### src/rtl/pipe_credit_ctrl.sv
// Credit-based flow controller for a fixed-depth pipeline feeding an output FIFO.
// Tracks words in flight and words buffered, and gates admission on free credits.
module pipe_credit_ctrl #(
  parameter int STAGE_COUNT = 16,
  parameter int FIFO_DEPTH  = 32,
  parameter int CW          = $clog2(FIFO_DEPTH + 1)
) (
  input  logic          clk,
  input  logic          reset,
  input  logic          enable,
  input  logic          hold,
  input  logic          in_valid,
  output logic          in_ready,
  output logic          pipe_valid_in,
  output logic          pipe_advance,
  input  logic          pipe_valid_out,
  output logic          fifo_wr,
  input  logic          fifo_rd,
  output logic [CW-1:0] inflight,
  output logic [CW-1:0] occupancy,
  output logic [1:0]    state,
  output logic          err
);

  typedef enum logic [1:0] {
    S_IDLE  = 2'd0,
    S_RUN   = 2'd1,
    S_HOLD  = 2'd2,
    S_DRAIN = 2'd3
  } state_e;

  // The pipeline latency is never modelled here; only observed valids are counted.
  if (STAGE_COUNT < 1 || FIFO_DEPTH < STAGE_COUNT) begin : g_bad_params
    $error("pipe_credit_ctrl: need STAGE_COUNT >= 1 and FIFO_DEPTH >= STAGE_COUNT");
  end

  localparam logic [CW:0] DEPTH_W = (CW + 1)'(FIFO_DEPTH);

  state_e        state_q, state_d;
  logic [CW-1:0] inflight_q, inflight_d;
  logic [CW-1:0] occupancy_q, occupancy_d;
  logic          err_q, err_d;

  logic [CW:0]   used_w;
  logic          credit_avail;
  logic          admit;
  logic          rd_ok;
  logic          rd_underflow;
  logic          wr_underflow;

  // One spare bit so the sum cannot wrap; a credit exists while used < depth.
  assign used_w       = {1'b0, occupancy_q} + {1'b0, inflight_q};
  assign credit_avail = (used_w < DEPTH_W);

  assign in_ready      = (state_q == S_RUN) && credit_avail;
  assign admit         = in_valid && in_ready;
  assign pipe_valid_in = admit;
  assign pipe_advance  = (state_q == S_RUN) || (state_q == S_DRAIN);
  assign fifo_wr       = pipe_valid_out && pipe_advance;

  assign rd_ok        = fifo_rd && (occupancy_q != '0);
  assign rd_underflow = fifo_rd && (occupancy_q == '0);
  assign wr_underflow = fifo_wr && (inflight_q == '0);

  // NOTE: every variable gets a default at the top of always_comb so no path
  // leaves it unassigned, which would otherwise infer a latch.
  always_comb begin
    state_d = state_q;
    unique case (state_q)
      S_IDLE:  if (enable) state_d = S_RUN;
      S_RUN: begin
        if (!enable)   state_d = S_DRAIN;
        else if (hold) state_d = S_HOLD;
      end
      S_HOLD: begin
        if (!enable)   state_d = S_DRAIN;
        else if (!hold) state_d = S_RUN;
      end
      S_DRAIN: if (inflight_q == '0) state_d = S_IDLE;
      default: state_d = S_IDLE;
    endcase
  end

  always_comb begin
    inflight_d = inflight_q;
    if (admit && !fifo_wr) begin
      inflight_d = inflight_q + CW'(1);
    end else if (fifo_wr && !admit && !wr_underflow) begin
      inflight_d = inflight_q - CW'(1);
    end
  end

  always_comb begin
    occupancy_d = occupancy_q;
    if (fifo_wr && !rd_ok) begin
      occupancy_d = occupancy_q + CW'(1);
    end else if (rd_ok && !fifo_wr) begin
      occupancy_d = occupancy_q - CW'(1);
    end
  end

  assign err_d = err_q || rd_underflow || wr_underflow;

  // NOTE: sequential state uses non-blocking assignments so every flop samples
  // pre-edge values regardless of statement order.
  always_ff @(posedge clk or negedge reset) begin
    if (!reset) begin
      state_q     <= S_IDLE;
      inflight_q  <= '0;
      occupancy_q <= '0;
      err_q       <= 1'b0;
    end else begin
      state_q     <= state_d;
      inflight_q  <= inflight_d;
      occupancy_q <= occupancy_d;
      err_q       <= err_d;
    end
  end

  assign inflight  = inflight_q;
  assign occupancy = occupancy_q;
  assign state     = state_q;
  assign err       = err_q;

endmodule

### config.mk
export PLATFORM = sky130hd
export DESIGN_NAME = pipe_credit_ctrl
export DESIGN_NICKNAME = d
export VERILOG_FILES = /design/src/rtl/pipe_credit_ctrl.sv
export SDC_FILE = /design/constraint.sdc
export NUM_CORES = 1
export LEC_CHECK = 0
export BUFFER_PORTS_ARGS = -buffer_cell sky130_fd_sc_hd__buf_2
export CORE_MARGIN = 1.5
export CORE_UTILIZATION = 50
export CTS_CLUSTER_SIZE = 25
export DETAILED_ROUTE_END_ITERATION = 8
export GPL_ROUTABILITY_DRIVEN = 0
export PLACE_DENSITY = 0.74
export SKIP_CTS_REPAIR_TIMING = 1
export SLEW_MARGIN = 20
export SYNTH_ARGS = -nofsm -noshare
export SYNTH_HDL_FRONTEND = slang
export SYNTH_SLANG_ARGS = --single-unit
### constraint.sdc
create_clock -name clk -period 4.5 [get_ports clk]
set_input_delay 0.45 -clock clk [delete_from_list [all_inputs] [get_ports clk]]
set_output_delay 0.45 -clock clk [all_outputs]
set_load 0.01 [all_outputs]
==> results.md, run 1 <==
- Endpoints failing setup: 0
- Syn_nets: 139
- Worst setup EP type: flip-flop
- Layout cell share with drive strength beyond 1: 25.4%
- DRT Wirelength: 2.45 mm
- # port buffers: 25
- Final Hold Viols: 0
- Non-filler cells, final: 170
- DRT Pass-1 Iters: 6
- Avg WL per Cell: 14.4 um
- Setup TNS: 0 ps
- Initial core utilization: 53.1%
- Primary flip-flop cell chosen by synthesis mapping: dfrtp_1
- RSZ-0062 raised after global routing: no
- GRT Total Usage: 21.3%
- Post-route DRC violation count: 0
- Fmax: 283 MHz
- Seq cells post-synth: 15
- Fill cell count: 212
- Total grt overflow: 0
- Worst Max-Slew Pin Slew: 446 ps
- Nets: 166
- Fin crit share: 78.5%
- Critical Path RT: 4720 ps
- Max transition margin: 69.9%
- Netlist cell types: 40
- Area of the multi-input gates: 776 sq um
- Peak VDD IR: 0.393 mV
- Die H: 51.7 um
- Top-Level Pins: 26
- Hpwl dp: 1.94 mm
- Met2 Use GR: 38.2%
- Total power: 1.12 mW
- TritonCTS Sinks: 15
- Vias: 1006
- Post-synth ARST share: 100%
- Arrival time worst endpoint: 3750 ps
- Number of H-tree levels: 1
- Met3 GRT Util: 2.30%
- Sequential area share after synthesis: 31.6%
- Clock slew at reported path FFs: 100 ps
- Met1 Track Usage GR: 25.8%
- Synth warn: 0
- CTS buffer count: 3
- TritonCTS clock tree: done
- Status: complete, no violations
- Global-route wire length before repair: 4.28 mm
- Die X: 51.7 um
- Bufs on Longest Clock Path: 2
- Critical path type: flip-flop to flip-flop
- Seq. cell area: 375 sq um
- Number of global-route vias before repair: 1009
- Commonest cells post-synth: dfrtp_1 (15), ha_1 (14), nand2_1 (10)
- Initial antenna violation count: 0
- Row cnt: 17
- Full die area: 2670 sq um
- Worst Skew: 2.58 ps
- Max-Cap Viols: 0
- Layout Utilization: 60.8%
- Clock root buffer: clkbuf_4
- CP Launch Type: flip-flop
- CP Max Fanout: 7
- Final ANT Viol Nets: 0
- Clock latency on the worst-skew pair: 280 ps
- N_diodes: 0
- Post-Syn Area: 1190 sq um
- Placed insts: 166
- Share of the synthesized area in the top cell type: 31.6%
- GRT Max-Usage Layer: met2
- Largest net degree at the start of global routing: 16
- Synth area leader: dfrtp_1
- Synth-to-Final Area Change: 14.5%
- Pins Over Slew Limit: 0
- Worst hold path type: input pin to asynchronous set/reset pin
- Syn Area/Cell: 10.2 sq um
- Leakage: 0.619 nW
- Vias per inst: 5.92
- Crit path time final: 3530 ps
- Syn Inst Count: 116
- Most common cell in the netlist: dfrtp_1
- PwrDens: 828 nW/um^2
- Post-synth EDFFs: 0
- Hold slack final: 48.2 ps
- Synth area leaders: dfrtp_1 (32%), ha_1 (15%), fa_1 (3.4%)
- Core area: 2230 sq um
- Detailed router's first-iteration violation count: 17
-- through the flow --
stage / cell area [sq um] / setup slack (ps)
2_1_floorplan: 1190 / 1170
3_3_place_gp: 1330 / 1140
3_5_place_dp: 1330 / 999
4_1_cts: 1360 / 972
5_1_grt: 1360 / 776
6_report: 1360 / 969
-- where the power goes --
group          switching, mW  internal [mW]  leakage, nW  total (mW)
clock                 0.0470         0.0330       0.0177      0.0800
sequential             0.107          0.208        0.176       0.315
combinational          0.378          0.351        0.426       0.729
total                  0.533          0.592        0.619        1.12
-- final timing paths --
check	startpoint	end	slack, ps	cells after the start
min in group clk	fifo_rd	err$_DFF_PN0_	440	2
max	inflight[5]$_DFFE_PN0P_	inflight[5]$_DFFE_PN0P_	970	12
max in group asynchronous	reset	err$_DFF_PN0_	4200	1
min reg2reg	err$_DFF_PN0_	err$_DFF_PN0_	510	1
max reg2reg	inflight[5]$_DFFE_PN0P_	inflight[5]$_DFFE_PN0P_	970	12
min	reset	inflight[3]$_DFFE_PN0P_	50	1
-- layout make-up --
type	count	area share, %
Inverter	5	1.38
Multi-Input combinational cell	93	57.1
Tap cell	28	2.58
Clock buffer	3	1.66
Clock inverter	1	0.369
Sequential cell	15	27.6
Timing Repair Buffer	25	9.22
-- per-layer routing --
layer | routed length [um] | part of all wire (%) | vias up
li1 | - | - | 498
met1 | 1110 | 45 | 481
met2 | 1240 | 50 | 25
met3 | 82 | 3.3 | 2
met4 | 25 | 1.0 | 0
met5 | 0 | 0 | -
-- cell usage in the layout (no fill, tap or decap), types with 3 or more instances in the layout --
cell / synthesis / final
o211ai_1: 3 / 3
or4_1: 4 / 4
nand2b_1: 3 / 3
xnor2_1: 4 / 4
a21oi_1: 5 / 5
o21ai_0: 8 / 8
xor2_1: 4 / 4
ha_1: 14 / 14
nor3_1: 3 / 3
inv_1: 4 / 4
nand2_1: 10 / 10
a21o_1: 5 / 5
buf_2: 0 / 25
dfrtp_1: 15 / 15
clkbuf_4: 0 / 3
-- state kept, by name, summed over array words and instances, names as in the netlist --
name       cells
err            1
inflight       6
state          2
occupancy      6
-- critical path: stages (launching register included) --
cell and delay (ps):
dfrtp_1 450, ha_1 310, or4b_4 560, nor4b_2 280, a31oi_2 130, clkinv_1 120, nand2b_1 190, ha_1 350
a211oi_1 240, o21bai_1 130, a21o_1 210, or4_1 400, nand4_1 100
-- kinds of logic (layout without fill, tap and decap cells) --
| group | after synthesis | in the layout | share of synthesized area (%) |
|---|---|---|---|
| simple gates | 31 | 31 | 16.4 |
| fa+ha+maj | 16 | 16 | 18.1 |
| flops | 15 | 15 | 31.6 |
| compound gates | 33 | 33 | 19.4 |
| mux | 5 | 5 | 5.59 |
| buf+inv | 8 | 34 | 2.95 |
| xor+xnor | 8 | 8 | 5.91 |
Power figures use the tool's default switching activity.
==> inputs of run 2 (changes only) <==
CORE_UTILIZATION = 48   (was 50)
PLACE_DENSITY = 0.75   (was 0.74)
clock period = 2.86 ns   (was 4.5 ns; I/O delays follow)
==> run 2 against run 1 <==
  * Largest power group unchanged
  * Sequential cell count stayed put
  * Fmax grew 13%
  * Cell count rose by 15%
  * Sequential power increased by 46%
  * Via count up 13%
  * Non-clock buffer count up 26
  * Die area rose by 3.9%
  * The flow now finishes with violations (setup timing)
  * First-iteration DRC count grew 5.9%
  * Core utilization rose by 14 points
  * Largest cell class unchanged
  * Critical path type unchanged
  * Clock-buffer cell count unchanged
  * Clock power grew 61%
==> results.md, run 2 (synthesis gave the netlist of run 1 again) <==
- Status: finished with violations
- Failing checks: setup timing
- Die H: 52.7 um (+1.9%)
- Total power: 2.29 mW (+100%)
- CP Max Fanout: 5 (-2)
- Final Hold Viols: 0 (unchanged)
- Layout cell share with drive strength beyond 1: 48.2% (+23 points)
- Max transition margin: 71.0% (+1.1 points)
- Fmax: 321 MHz (+13%)
- Peak VDD IR: 0.901 mV (+130%)
- Setup TNS: -591 ps (-591 ps)
- Endpoints failing setup: 3 (+3)
- Clock root buffer: clkbuf_4
- Total grt overflow: 0 (unchanged)
- Critical Path RT: 3090 ps (-1630 ps)
- Number of H-tree levels: 1 (unchanged)
- DRT Pass-1 Iters: 4 (-2)
- # port buffers: 25 (unchanged)
- Placed insts: 188 (+13%)
- Post-route DRC violation count: 0 (unchanged)
- Hpwl dp: 2.23 mm (+15%)
- Worst setup margin: -258 ps (-1230 ps)
- Worst Max-Slew Pin Slew: 432 ps (-13.6 ps)
- Final ANT Viol Nets: 0 (unchanged)
- Vias per inst: 5.80 (-2.1%)
- Leakage: 0.776 nW (+25%)
- Worst Skew: 10.3 ps (+7.71 ps)
- GRT Total Usage: 22.4% (+1.1 points)
- Die X: 52.7 um (+1.9%)
- Initial core utilization: 52.1% (-0.99 points)
- Non-filler cells, final: 196 (+15%)
- Full die area: 2780 sq um (+3.9%)
- Vias: 1136 (+13%)
- Clock slew at reported path FFs: 110 ps (about the same)
- Hold Path Cell Cnt: 2
- Largest net degree at the start of global routing: 16 (unchanged)
- TritonCTS Sinks: 15 (unchanged)
- DRT Wirelength: 3.08 mm (+26%)
- TritonCTS clock tree: done
- N_diodes: 0 (unchanged)
- CP Launch Type: flip-flop
- Number of global-route vias before repair: 1025 (+1.6%)
- Top-Level Pins: 26 (unchanged)
- Synth-to-Final Area Change: 42.8%
- Commonest cells after routing, fill and taps aside: buf_2 (25), buf_4 (25), dfrtp_1 (14), nand2_1 (10), ha_1 (10)
- Pins Over Slew Limit: 0 (unchanged)
- Core area: 2280 sq um (+1.9%)
- Arrival time worst endpoint: 3350 ps (-400 ps)
- Worst setup EP type: flip-flop
- Nets: 192 (+16%)
- Clock latency on the worst-skew pair: 290 ps (about the same)
- Bufs on Longest Clock Path: 2 (unchanged)
- Crit path time final: 3120 ps (-413 ps)
- Critical path type: flip-flop to flip-flop
- Global-route wire length before repair: 4.62 mm (+8.1%)
- Detailed router's first-iteration violation count: 18 (+1)
- Fin crit share: 109% (+31 points)
- RSZ-0062 raised after global routing: yes
- CTS buffer count: 3 (unchanged)
- Row cnt: 17 (unchanged)
- PwrDens: 1350 nW/um^2 (+63%)
- Max-Cap Viols: 0 (unchanged)
- Initial antenna violation count: 0 (unchanged)
- Cells on worst reg2reg path: 12 (unchanged)
- Worst hold path type: input pin to flip-flop
- Avg WL per Cell: 15.7 um (+8.9%)
==> run 2: final timing paths <==
check / from / to / slack (ps)
min in group asynchronous: reset / inflight[5]$_DFFE_PN0P_ / 420
hold / removal: fifo_rd / err$_DFF_PN0_ / 270
max in group asynchronous: reset / inflight[5]$_DFFE_PN0P_ / 2170
setup / recovery: occupancy[5]$_DFFE_PN0P_ / inflight[5]$_DFFE_PN0P_ / -260
hold reg to reg: err$_DFF_PN0_ / err$_DFF_PN0_ / 510
setup reg to reg: occupancy[5]$_DFFE_PN0P_ / inflight[5]$_DFFE_PN0P_ / -260
==> run 2: power breakdown <==
| group | leakage, nW | total (mW) | internal, mW | switching [mW] |
|---|---|---|---|---|
| clock | 0.0177 | 0.129 | 0.0520 | 0.0771 |
| combinational | 0.583 | 1.70 | 0.881 | 0.820 |
| sequential | 0.174 | 0.461 | 0.328 | 0.133 |
| total | 0.776 | 2.29 | 1.26 | 1.03 |
==> run 2: routing by layer <==
metal	part of all wire, %	routed length [um]	vias to the layer above	global-route usage [%]
met1	44	1370	558	28.3
met4	0	0	0	2.56
met5	0	0	-	0
met2	51	1580	32	40.2
li1	-	-	546	-
met3	4.4	134	0	4.29
==> run 2: final cells by class <==
cell class	instances	area (sq um)
clock buffer	3	22.5
clock inverter	1	5.00
fill	163	582
inverter	5	20.0
multi-input combinational	93	912
sequential	15	377
tap	28	35.0
timing repair buffer	51	323
==> run 2: worst max-delay path, cell delays in order (launching register included) <==
cell and delay (ps):
dfrtp_1 420, ha_1 300, or4b_4 560, nor3b_4 230, a31oi_4 120, clkinv_2 80, nand2b_4 100, ha_4 260
a211oi_2 190, o21bai_1 130, a21o_1 180, or4_1 390, nand4_1 100
==> run 2: stage by stage <==
step | hold slack (ps) | util (%) | cell area, sq um | setup slack (ps)
final | 268 | 74.4 | 1690 | -258
after global routing | 261 | 74.4 | 1690 | -393
after CTS | -108 | 69.7 | 1590 | -265
after detailed placement | 211 | 68.5 | 1560 | -240
after global placement | 204 | 68.5 | 1560 | -186
after floorplan | -9.59 | - | 1250 | -225
